## src/rtl/byte_serial_transmitter_pkg.sv

```systemverilog
// Shared types and constants for the JTAG serial transmitter.
// Provides the FSM state encoding and the default IDCODE word.
package byte_serial_transmitter_pkg;

    typedef enum logic [1:0] {
        IDLE  = 2'd0,
        SHIFT = 2'd1,
        DONE  = 2'd2
    } state_t;

    localparam logic [31:0] IDCODE_DEFAULT = 32'h000F_AF01;

endpackage

```

## src/rtl/byte_serial_transmitter.sv

```systemverilog
// Parallel-in/serial-out transmitter, one bit per enabled clock.
// Ports: clk, reset_n (sync, active-low), enable, in[WIDTH-1:0],
//        out (registered serial bit), done (sticky until reset).
// Build option: MSB_FIRST_EN reverses the bit order (MSB first).
module byte_serial_transmitter
    import byte_serial_transmitter_pkg::*;
#(
    parameter int WIDTH = 32
) (
    input  logic             clk,
    input  logic             reset_n,
    input  logic             enable,
    input  logic [WIDTH-1:0] in,
    output logic             out,
    output logic             done
);

    localparam int CW = $clog2(WIDTH + 1);

    state_t           state_q, state_d;
    logic [WIDTH-1:0] shreg_q, shreg_d;
    logic [CW-1:0]    count_q, count_d;
    logic             out_q, out_d;
    logic             done_q, done_d;

    // The register holds the not-yet-sent bits aligned so the next one
    // always sits at a fixed end; this keeps the output mux a single tap.
    always_comb begin
        state_d = state_q;
        shreg_d = shreg_q;
        count_d = count_q;
        out_d   = out_q;
        done_d  = done_q;
        if (enable) begin
            unique case (state_q)
                IDLE: begin
`ifdef MSB_FIRST_EN
                    out_d   = in[WIDTH-1];
                    shreg_d = in << 1;
`else
                    out_d   = in[0];
                    shreg_d = in >> 1;
`endif
                    count_d = CW'(1);
                    if (WIDTH == 1) begin
                        done_d  = 1'b1;
                        state_d = DONE;
                    end else begin
                        state_d = SHIFT;
                    end
                end
                SHIFT: begin
`ifdef MSB_FIRST_EN
                    out_d   = shreg_q[WIDTH-1];
                    shreg_d = shreg_q << 1;
`else
                    out_d   = shreg_q[0];
                    shreg_d = shreg_q >> 1;
`endif
                    count_d = count_q + CW'(1);
                    if (count_q == CW'(WIDTH - 1)) begin
                        done_d  = 1'b1;
                        state_d = DONE;
                    end
                end
                DONE: begin
                    out_d = 1'b0;
                end
                default: begin
                    state_d = IDLE;
                end
            endcase
        end
    end

    always_ff @(posedge clk) begin
        if (!reset_n) begin
            state_q <= IDLE;
            shreg_q <= '0;
            count_q <= '0;
            out_q   <= 1'b0;
            done_q  <= 1'b0;
        end else begin
            state_q <= state_d;
            shreg_q <= shreg_d;
            count_q <= count_d;
            out_q   <= out_d;
            done_q  <= done_d;
        end
    end

    assign out  = out_q;
    assign done = done_q;

endmodule

```

## config.mk

```make
export PLATFORM = sky130hd
export DESIGN_NAME = byte_serial_transmitter
export DESIGN_NICKNAME = d
export VERILOG_FILES = /design/src/rtl/byte_serial_transmitter_pkg.sv /design/src/rtl/byte_serial_transmitter.sv
export SDC_FILE = /design/constraint.sdc
export NUM_CORES = 1
export LEC_CHECK = 0
export CORE_UTILIZATION = 40
export DETAILED_ROUTE_END_ITERATION = 6
export REMOVE_ABC_BUFFERS = 1
export SYNTH_ARGS = -nofsm -noshare
export SYNTH_HDL_FRONTEND = slang
export SYNTH_SLANG_ARGS = --single-unit
```

## constraint.sdc

```tcl
create_clock -name clk -period 3.75 [get_ports clk]
set_input_delay 0.75 -clock clk [delete_from_list [all_inputs] [get_ports clk]]
set_output_delay 0.75 -clock clk [all_outputs]
set_load 0.05 [all_outputs]
```

==> impl_metrics.tcl, run 1 <==
set metrics [dict create \
    finalWorstPathRequiredPeriod_ps 2526 \
    finalCoreUtilization_pct 53.05 \
    synth_cells 206 \
    r2r_setup_slack_ps 1280 \
    crit_path_end "shreg_q[13]$_SDFFE_PN0P_" \
    setup_violations 0 \
    worstSkewPairLatency_ps 280 \
    place_area_mm2 0.002293 \
    antenna_found_initial 0 \
    die_height_um 71.36 \
    number_of_gates_given_a_new_drive_strength_after_cts 0 \
    detailroute.via_count 1557 \
    crit_arrival_ps 2710 \
    timing.setup.critical_path_class "input port to flip-flop" \
    synth_top_area_cell "dfxtp_1" \
    die_w_um 71.36 \
    synth_warnings 0 \
    max_cap_violations 0 \
    ys_seq_elements 41 \
    drive_gt1_share_pct 4.661 \
    tightest_slew_ps 674.0 \
    hold_viol 0 \
    grt_util_met3_pct 5.345 \
    rows 24 \
    setup.worst_path.start "enable" \
    final_area_mm2 0.002374 \
    drt-pass1-iter-count 6 \
    route.final.wire_length_mm 3.737 \
    drv_slew 0 \
    fp.dieArea_mm2 0.005092 \
    timing.critical_path.fanout_max 43 \
    fmax_mhz 395.9 \
    grt.busiest_layer "met2" \
    timing.critical_path.from_type "input port" \
    io-pin-count 37 \
    finish.net_count 276 \
    globalRouteMet1Util_pct 18.43 \
    failed_checks "DRC" \
    htree_levels 2 \
    skew_ps 4.045 \
    power.total_uw 971.5 \
    critical_path.reg2reg.endpoint "shreg_q[13]$_SDFFE_PN0P_" \
    synth_edf_count 0 \
    drt_iter0_markers 69 \
    end_kind "flip-flop" \
    antennaDiodeCount 0 \
    global_route_wire_length_before_repair_mm 6.272 \
    initial_cell_density_of_the_core_pct 43.01 \
    timing.max_slew.rel_slack_pct 55.07 \
    gp_congestion 0.7238 \
    vias_in_the_first_global_route 1417 \
    cellLeakagePower_nw 0.8757 \
    pwr_density_cell_mw_per_mm2 409.3 \
    wl_per_cell_um 12.98 \
    result_of_the_run "complete, but fails checks" \
    grt_total_usage_pct 15.75 \
    max-vdd-ir-drop_mv 0.2157 \
    post_synth.cell_area_avg_um2 9.341 \
    reg2reg_from "state_q[1]$_SDFFE_PN0P_" \
    crit_share_post_route_pct 67.35 \
    clk_pin_slew_worst_paths_ps 70 \
    numCtsBuffers 5 \
    cts.repair_timing.setup_buffer_count 0 \
    seq_area_frac_synth_pct 42.65 \
    fin_setup_tns_ps 0 \
    clk_root_buffer_cell "clkbuf_8" \
    area_growth_pct 23.34 \
    worst_r2r_path_depth 6 \
    port-buffer-count 36 \
    hold_class "flip-flop to flip-flop" \
    tritoncts_num_sinks 41 \
    data_required_critical_path_ps 3930 \
    grt_start_max_net_pins 44 \
    antenna_violating_nets_post_route 0 \
    use_met2_pct 26.77 \
    coreArea_mm2 0.004474 \
    yosys_most_used_dff "dfxtp_1" \
    grt.overflow.total 0 \
    synthDominantCellAreaShare_pct 42.65 \
    synth.area.top_cells "dfxtp_1 43%, mux2i_1 17%, a211oi_1 12%" \
    num-fill-cells 406 \
    drt_drc_violations_left 1 \
    cts_tree "built" \
    postCtsHoldBufs 0 \
    cts_max_path_buffers 2 \
    route.detailed.vias_per_inst 5.406 \
    dp_hpwl_mm 2.675 \
    rsz0062_at_grt "false" \
    synthesis.area_mm2 0.001924 \
    synth_cell_types 30 \
    async_flop_share_pct 0 \
]
## cells in the mapped netlist (2+ instances only)
library cell	count
nand3_1	5
a211oi_1	30
nor2_1	33
clkbuf_1	4
a311oi_1	2
inv_1	2
nand2_1	7
dfxtp_1	41
ha_1	6
mux2i_1	32
buf_2	12
nor2b_1	3
o21a_1	2
o21ai_0	5
nand2b_1	4
a21oi_1	4
## sequential cells by signal (all words and copies together) (netlist names)
signal and count:
shreg_q 31, count_q 6, out 1, done 1, state_q 2
## metrics by stage
step	hold slack, ps	setup slack [ps]	cells
6_report	475.0	1224	288
3_5_place_dp	465.9	984.2	280
2_1_floorplan	446.7	444.6	189
4_1_cts	482.0	1272	288
3_3_place_gp	455.2	1092	280
5_1_grt	499.6	1034	288
## worst max-delay path: stages
cell and delay (ps):
clkdlybuf4s50_1 740, o21a_2 410, buf_4 440, nor2_1 90, a211oi_1 260
## cell type report
cell class / instances / area, um2 / area share, %
clock buffers: 8 / 80.08 / 3.374
inverters: 3 / 11.26 / 0.4744
multi-input cells: 145 / 1013 / 42.70
flip-flops and latches: 41 / 820.8 / 34.58
well taps: 52 / 65.06 / 2.741
repair buffers: 39 / 382.9 / 16.13
## layer usage
| metal | routed length, um | vias to the layer above |
|---|---|---|
| met5 | 0 | - |
| met4 | 20 | 0 |
| met3 | 153 | 2 |
| met2 | 1812 | 35 |
| met1 | 1751 | 715 |
| li1 | - | 805 |
## report_power, final
part	leakage, nW	internal [mW]	switching (mW)
clock network	0.0395	0.132	0.133
logic	0.498	0.104	0.103
registers	0.338	0.477	0.0226
total	0.876	0.713	0.259
## cell families (layout without fill, tap and decap cells)
kind of cell	count (synthesis)	in the layout	share of synthesized area (%)
flops	41	41	42.65
buf+inv	20	50	4.876
compound gates	49	49	18.27
fa+ha+maj	6	6	3.901
simple gates	58	58	13.65
mux	32	32	16.65
## worst min-delay path by stage
stage	startpoint	to	slack, ps	cells after the start
floorplan	count_q[5]$_SDFFE_PN0P_	count_q[5]$_SDFFE_PN0P_	450	2
global placement	done$_SDFFE_PN0P_	done$_SDFFE_PN0P_	460	1
detailed placement	done$_SDFFE_PN0P_	done$_SDFFE_PN0P_	470	1
CTS	done$_SDFFE_PN0P_	done$_SDFFE_PN0P_	480	1
global route	done$_SDFFE_PN0P_	done$_SDFFE_PN0P_	500	1
finish	done$_SDFFE_PN0P_	done$_SDFFE_PN0P_	480	1
## layout by cell type (no fill, tap or decap), types with 2 or more instances in the layout
cell              n
buf_4             3
clkbuf_1          3
nand3_1           5
nor2b_1           3
dfxtp_1          41
nor2_1           33
o21ai_0           5
a311oi_1          2
inv_1             2
nand2b_1          4
clkbuf_8          5
mux2i_1          32
clkdlybuf4s50_1  36
nand2_1           7
a21oi_1           4
a211oi_1         30
ha_1              5
Note: power is estimated with default switching activity, not from simulation.
==> inputs of run 2 (changes only) <==
==> constraint.sdc (replaced) <==
create_clock -name clk -period 2.38 [get_ports clk]
set_input_delay 0.476 -clock clk [delete_from_list [all_inputs] [get_ports clk]]
set_output_delay 0.476 -clock clk [all_outputs]
set_load 0.05 [all_outputs]
==> run 2 against run 1 <==
The flow still finishes with violations (DRC). Sequential power grew 58%. Sequential cell count is the same. First-iteration DRC count grew 7.2%. Register-to-register slack lost 760 ps. Die area is the same. Routed wire length grew 2.2%. Clock power grew 120%. Setup slack lost 740 ps. Combinational power grew 65%. Total power grew 76%. Sequential share of layout area shrank 1.1 points. Global-route usage grew 0.076 points. Critical path type is now flip-flop to output port. Largest power group unchanged.
==> impl_metrics.tcl, run 2 (same netlist as run 1, synthesis figures left out) <==
set metrics [dict create \
    io-pin-count 37 \
    worst_hold_startpoint "done$_SDFFE_PN0P_" \
    r2r_setup_slack_ps 520 \
    die_w_um 71.36 \
    use_met2_pct 25.19 \
    hold_viol 0 \
    grt_start_max_net_pins 62 \
    timing.setup.critical_path_class "flip-flop to output port" \
    numCtsBuffers 5 \
    wl_per_cell_um 13.09 \
    gp_congestion 0.7591 \
    worst_r2r_path_depth 5 \
    crit_arrival_ps 1420 \
    fmax_mhz 527.3 \
    max_cap_violations 0 \
    critical_path.slowest_cell "clkdlybuf4s50_1" \
    cellLeakagePower_nw 0.9185 \
    number_of_gates_given_a_new_drive_strength_after_cts 0 \
    grt_total_usage_pct 15.83 \
    end_kind "output port" \
    path_delay_family "buffers and inverters" \
    final_cells 292 \
    largest_register_ff_count 31 \
    worstSkewPairLatency_ps 300 \
    most-common-layout-cells "41 x dfxtp_1, 36 x clkdlybuf4s50_1, 33 x nor2_1" \
    hold_path_end "done$_SDFFE_PN0P_" \
    grt_util_met3_pct 5.204 \
    hold_class "flip-flop to flip-flop" \
    port-buffer-count 36 \
    layout.cells.most_common "dfxtp_1" \
    htree_levels 2 \
    tightest_slew_ps 487.1 \
    cts_tree "built" \
    registers.top_by_ff_count "shreg_q" \
    setup.worst_path.start "out$_SDFFE_PN0P_" \
    timing.critical_path.fanout_max 2 \
    finish.net_count 280 \
    grt.busiest_layer "met2" \
    global_route_wire_length_before_repair_mm 6.299 \
    detailroute.via_count 1552 \
    antenna_violating_nets_post_route 0 \
    timing.critical_path.from_type "flip-flop" \
    crit_chain "clkdlybuf4s50_1" \
    route.final.wire_length_mm 3.821 \
    max-vdd-ir-drop_mv 0.3262 \
    crit_share_post_route_pct 79.69 \
    failed_checks "DRC" \
    drt_drc_violations_left 1 \
    antenna_found_initial 0 \
    initial_cell_density_of_the_core_pct 43.01 \
    drt-pass1-iter-count 6 \
    result_of_the_run "complete, but fails checks" \
    finalWorstPathRequiredPeriod_ps 1897 \
    pre_cts_setup_slack_ps 357.0 \
    cts.repair_timing.setup_buffer_count 0 \
    postCtsHoldBufs 0 \
    die_height_um 71.36 \
    cp.buffers_inverters 1 \
    reg2reg_from "state_q[1]$_SDFFE_PN0P_" \
    critical_path.reg2reg.endpoint "count_q[5]$_SDFFE_PN0P_" \
    drive_gt1_share_pct 7.083 \
    timing.max_slew.rel_slack_pct 67.43 \
    worst_hold_path.num_cells 1 \
    drv_slew 0 \
    clk_pin_slew_worst_paths_ps 80 \
    registers_with_the_most_flip_flops "shreg_q: 31 flops, count_q: 6 flops, state_q: 2 flops" \
    cp_slowest_stage_delay_ps 800 \
    tritoncts_num_sinks 41 \
    vias_in_the_first_global_route 1440 \
    drt_iter0_markers 74 \
    place_area_mm2 0.002336 \
    grt.overflow.total 0 \
    rsz0062_at_grt "false" \
    antennaDiodeCount 0 \
    area_growth_pct 27.44 \
    post-place-cells 284 \
    data_required_critical_path_ps 1900 \
    clk_root_buffer_cell "clkbuf_8" \
    route.detailed.vias_per_inst 5.315 \
    fin_setup_tns_ps 0 \
    setup_violations 0 \
    skew_ps 4.267 \
    final_area_mm2 0.002452 \
    final_ws_setup_ps 483.4 \
    globalRouteMet1Util_pct 20.05 \
    coreArea_mm2 0.004474 \
    dp_hpwl_mm 2.726 \
    fp.dieArea_mm2 0.005092 \
    pwr_density_cell_mw_per_mm2 696.2 \
    cts_max_path_buffers 2 \
    holdWs_ps 465.7 \
    rows 24 \
]
-- run 2: cell count changes in the layout (fill, tap and decap cells not counted) --
cell / before / now
buf_12: 0 / 1
buf_4: 3 / 6
clkbuf_8: 5 / 6
bufinv_16: 0 / 1
clkbuf_1: 3 / 1
-- run 2: power by group --
part           internal (mW)  switching [mW]
Clock                  0.342           0.237
Sequential             0.750          0.0362
Combinational          0.174           0.168
Total                   1.27           0.441
-- run 2: routing by layer --
| layer | wire (um) | up-vias | part of all wire (%) |
|---|---|---|---|
| met5 | 0 | - | 0 |
| met4 | 52 | 0 | 1.4 |
| met3 | 180 | 5 | 4.7 |
| met2 | 1737 | 30 | 45 |
| met1 | 1850 | 710 | 48 |
| li1 | - | 807 | - |
-- run 2: area by class of cell --
| cell class | count | area [um2] |
|---|---|---|
| Clock buffer | 7 | 86.33 |
| Fill cell | 389 | 2022 |
| Inverter | 3 | 11.26 |
| Tap cell | 52 | 65.06 |
| Sequential cell | 41 | 820.8 |
| Timing Repair Buffer | 43 | 425.4 |
| Multi-Input combinational cell | 145 | 1013 |
| Clock inverter | 1 | 30.03 |
-- run 2: how the worst max path moves through the flow --
stage,endpoint,slack (ps),cells after the start
final,out,480,1
after global routing,shreg_q[18]$_SDFFE_PN0P_,390,6
after CTS,out,470,1
after detailed placement,shreg_q[16]$_SDFFE_PN0P_,360,5
after global placement,count_q[5]$_SDFFE_PN0P_,440,4
after floorplan,shreg_q[0]$_SDFFE_PN0P_,-930,5
-- run 2: metrics by stage --
step / power [mW] / util, %
after floorplan: 1.019 / -
final: 1.707 / 54.81
after global routing: 1.796 / 54.81
after CTS: 1.719 / 54.81
after detailed placement: 1.145 / 52.21
after global placement: 1.128 / 52.21
==> RTL change 1, RTL diff (flow settings as in run 2) <==
Reset style: asynchronous (`reset_n`), changed in one clocked block.
--- a/src/rtl/byte_serial_transmitter.sv
+++ b/src/rtl/byte_serial_transmitter.sv
@@ -73,7 +73,7 @@
         end
     end
 
-    always_ff @(posedge clk) begin
+    always_ff @(posedge clk or negedge reset_n) begin
         if (!reset_n) begin
             state_q <= IDLE;
             shreg_q <= '0;
Check against the original RTL: differs if reset_n is asserted again (counterexample within 4 cycles, from zero or initial values and one cycle with reset_n low); with reset_n held inactive, the same outputs for 10 cycles.
==> RTL change 1 against run 2 <==
Design area increased by 2.4%. Sequential cell count unchanged. Non-clock buffer count decreased by 5. Worst setup slack got worse by 27 ps. Highest routed layer unchanged. Via count decreased by 6.6%. Wire length decreased by 2.5%. Area after synthesis increased by 7.2%.
Power is not compared: it rests on default switching activity, and its combinational part moved more than twofold at a synthesized area within 25%.
==> RTL change 1: results <==
metrics = {
    "route": {
        "route.vias.total": 1449,
        "drt_iter0_drc": 68,
        "drt_wl_total_um": 3730,
        "drtPass1Iterations": 4,
    },
    "global_route": {
        "grt_pass1_vias": 1452,
        "grt_usage_pct": 15.9,
        "grt_max_degree": 44,
        "antenna_found_initial": 0,
        "grt_pass1_wl_um": 6540,
    },
    "status": {
        "status": "finished clean",
    },
    "power_and_ir_drop": {
        "p_comb_share_pct": 40.6,
        "p_total_mw": 2.76,
        "leakage_nw": 1.14,
        "seq_cell_power_mw": 1.20,
        "p_sw_mw": 1.02,
        "ir_worst_vdd_mv": 0.396,
    },
    "synth": {
        "ys_types": 33,
        "synth.area.top_cells": "dfrtp_1 50%, mux2i_1 15%, nand2_1 6.9%",
        "synthArstFlopShare_pct": 100,
        "yosysWarnings": 0,
        "yosysSeqAreaShare_pct": 49.7,
        "yosys-top-cells-count": "41 x dfrtp_1, 38 x nand2_1, 31 x mux2i_1",
        "synthFlopType": "dfrtp_1",
    },
    "layout": {
        "fill_cells": 426,
        "nNetsFinal": 266,
        "final_util_pct": 51.8,
        "antenna_cells": 0,
        "reg_top3": "shreg_q (31), count_q (6), state_q (2)",
        "drive_above_1_share_pct": 7.52,
    },
    "sta": {
        "relSlewSlack_pct": 39.5,
        "skew_ps": 7.09,
    },
    "place": {
        "numPortBuffers": 36,
        "placed_area_um2": 2430,
        "gp_congestion": 0.727,
        "dpl.hpwl_um": 2540,
    },
    "clock_network": {
        "clockBufferDepth": 2,
        "cts_made_buffers": 5,
        "htreeDepth": 2,
        "cts_resized": 0,
        "cts_root_buf": "clkbuf_8",
        "clk_latency_ps": 290,
        "post_cts_buffers": 0,
        "clk_pin_slew_ps": 80,
    },
    "setup_path": {
        "critPathSlowestCell": "clkdlybuf4s50_1",
        "critPathMaxFanout": 2,
        "max_stage_delay_ps": 800,
        "path_delay_family": "buffers and inverters",
    },
    "worst_hold_path": {
        "worstHoldPathType": "primary input to asynchronous set/reset pin",
    },
}
RTL change 1: cell count changes after synthesis, sizes merged, moves of 4 or more:
cell / delta
nand2: +31
nor2: -32
a211oi: -30
o21ai: +26
buf: -4
dfxtp: -41
dfrtp: +41
RTL change 1: routing by layer:
metal	global-route usage, %	up-vias	wire length [µm]
li1	-	734	-
met1	19.6	678	1770
met2	26.9	31	1710
met3	4.80	6	203
met4	4.49	0	42
met5	0	-	0
RTL change 1: cell type report:
| class | instances | area share (%) |
|---|---|---|
| clock buffer | 5 | 2.74 |
| clock inverter | 3 | 0.697 |
| sequential | 41 | 40.8 |
| timing repair buffer | 38 | 15.2 |
| multi-input combinational | 136 | 36.7 |
| inverter | 3 | 0.448 |
| tap | 67 | 3.34 |
RTL change 1: cells by family after synthesis:
family | synth area share (%)
DFF | 49.7
muxes | 16.3
buffers and inverters | 5.70
and+or+nand+nor | 11.3
AOI/OAI and AO/OA | 13.3
adders and majority gates | 3.64
RTL change 1: path summary, 6_finish.rpt:
kind,start,end,slack [ps],depth (start not counted)
min reg2reg,done$_DFFE_PN0P_,done$_DFFE_PN0P_,480,2
max in group asynchronous,reset_n,shreg_q[20]$_DFFE_PN0P_,1510,1
max,done$_DFFE_PN0P_,done,460,1
min in group clk,done$_DFFE_PN0P_,done$_DFFE_PN0P_,480,2
max reg2reg,state_q[1]$_DFFE_PN0P_,count_q[5]$_DFFE_PN0P_,570,5
min,reset_n,shreg_q[0]$_DFFE_PN0P_,310,1
RTL change 1: per-stage QoR:
stage / instances / TNS (ps) / worst slack [ps]
after floorplan: 180 / -16250 / -546
after global placement: 285 / 0 / 414
after detailed placement: 285 / 0 / 297
after CTS: 293 / 0 / 441
after global routing: 293 / 0 / 393
final: 293 / 0 / 457
==> RTL change 2, RTL diff (settings of run 2) <==
Without the edit above. The parameter `WIDTH` goes from 32 to 16.
--- a/src/rtl/byte_serial_transmitter.sv
+++ b/src/rtl/byte_serial_transmitter.sv
@@ -5,7 +5,7 @@
 module byte_serial_transmitter
     import byte_serial_transmitter_pkg::*;
 #(
-    parameter int WIDTH = 32
+    parameter int WIDTH = 16
 ) (
     input  logic             clk,
     input  logic             reset_n,
Ports: changed (resized in); port bits go from 37 to 21. The function was not compared with the original's and may differ.
==> RTL change 2 against run 2 <==
The run still ends with DRC left. Global-route usage down 1.3 points. Worst setup slack worse by 42 ps. Clock power down 69%. Total power down 53%. First-iteration DRC count down 55%. Area after synthesis down 36%. Critical path depth unchanged. Final cell count down 40%. Synthesized cell count down 39%. Wire length down 44%. Sequential cell count down 17. Design area down 40%.
==> RTL change 2: results <==
metrics = {
    "route": {
        "drt_iter0_drc": 33,
        "wl_per_cell_um": 12.2,
        "drt_wl_total_um": 2120,
        "drc_errors": 1,
        "route.vias.total": 929,
    },
    "synth": {
        "yosys-top-cells-count": "24 x dfxtp_1, 17 x nor2_1, 14 x mux2i_1",
        "ys_types": 29,
        "yosysSeqAreaShare_pct": 39.1,
        "synth.area.top_cells": "dfxtp_1 39%, mux2i_1 11%, a211oi_2 10%",
        "syn_inst": 125,
        "synthArstFlopShare_pct": 0,
    },
    "setup_path": {
        "path_delay_family": "buffers and inverters",
        "r2r-start": "count_q[0]$_SDFFE_PN0P_",
        "startpoint": "done$_SDFFE_PN0P_",
        "cp.arrival_ps": 1460,
    },
    "power_and_ir_drop": {
        "ir_worst_vdd_mv": 0.368,
        "leakage_nw": 0.530,
        "p_sw_share_pct": 27.9,
    },
    "layout": {
        "fill_cells": 274,
        "nNetsFinal": 171,
        "area.sequential_um2": 480,
        "antenna_cells": 0,
        "drive_above_1_share_pct": 12.6,
        "reg_top3": "shreg_q (15), count_q (5), state_q (2)",
    },
    "worst_hold_path": {
        "hold_start": "count_q[4]$_SDFFE_PN0P_",
    },
    "sta": {
        "skew_ps": 3.94,
        "relSlewSlack_pct": 67.2,
    },
    "place": {
        "placed_cells": 171,
        "placed_area_um2": 1440,
        "dpl.hpwl_um": 1580,
        "pre_cts_slack_ps": 461,
        "numPortBuffers": 20,
        "gp_congestion": 0.731,
    },
    "clock_network": {
        "cts_root_buf": "clkbuf_4",
        "htreeDepth": 1,
        "clk_pin_slew_ps": 130,
        "cts_made_buffers": 3,
    },
    "status": {
        "status": "finished with violations",
        "violations": "DRC",
    },
    "global_route": {
        "grt_usage_pct": 14.6,
        "grt_max_degree": 30,
        "grt_pass1_wl_um": 3780,
        "grt_pass1_vias": 916,
    },
}
RTL change 2: final cells by class:
class / instances / area share, %
clock buffers: 3 / 1.54
multi-input cells: 87 / 45.1
well taps: 31 / 2.65
inverters: 5 / 1.28
flip-flops and latches: 24 / 32.8
repair buffers: 24 / 16.6
RTL change 2: cell families after synthesis:
kind of cell    count (synthesis)  synth area share [%]
compound gates                 31                  21.5
fa+ha+maj                       7                  7.13
buf+inv                        14                  7.13
flops                          24                  39.1
mux                            14                  11.4
simple gates                   35                  13.7
RTL change 2: metal layers:
metal  GRT usage (%)  wire (µm)  vias to the layer above  part of all wire, %
met5               0          0                        -                    0
met4            3.14         16                        0                 0.75
met3            4.99         94                        2                  4.4
met2            26.6       1060                       16                   50
met1            16.2        949                      431                   45
li1                -          -                      480                    -
RTL change 2: path summary, 6_finish.rpt:
path / end / slack [ps] / cells after the start
min reg2reg: count_q[4]$_SDFFE_PN0P_ / 470 / 2
max reg2reg: state_q[0]$_SDFFE_PN0P_ / 860 / 6
min: count_q[4]$_SDFFE_PN0P_ / 470 / 2
max: done / 440 / 1
RTL change 2: per-stage QoR:
stage / total power, mW / hold slack [ps]
2_1_floorplan: 0.567 / 432
3_3_place_gp: 0.631 / 442
5_1_grt: 0.858 / 518
3_5_place_dp: 0.636 / 455
4_1_cts: 0.819 / 474
6_report: 0.803 / 470
RTL change 2: power groups by stage:
stage,clock network [mW],registers (mW),logic [mW]
finish,0.180,0.447,0.176
global route,0.212,0.451,0.196
CTS,0.191,0.448,0.180
detailed placement,0,0.456,0.180
global placement,0,0.455,0.176
floorplan,0,0.457,0.111
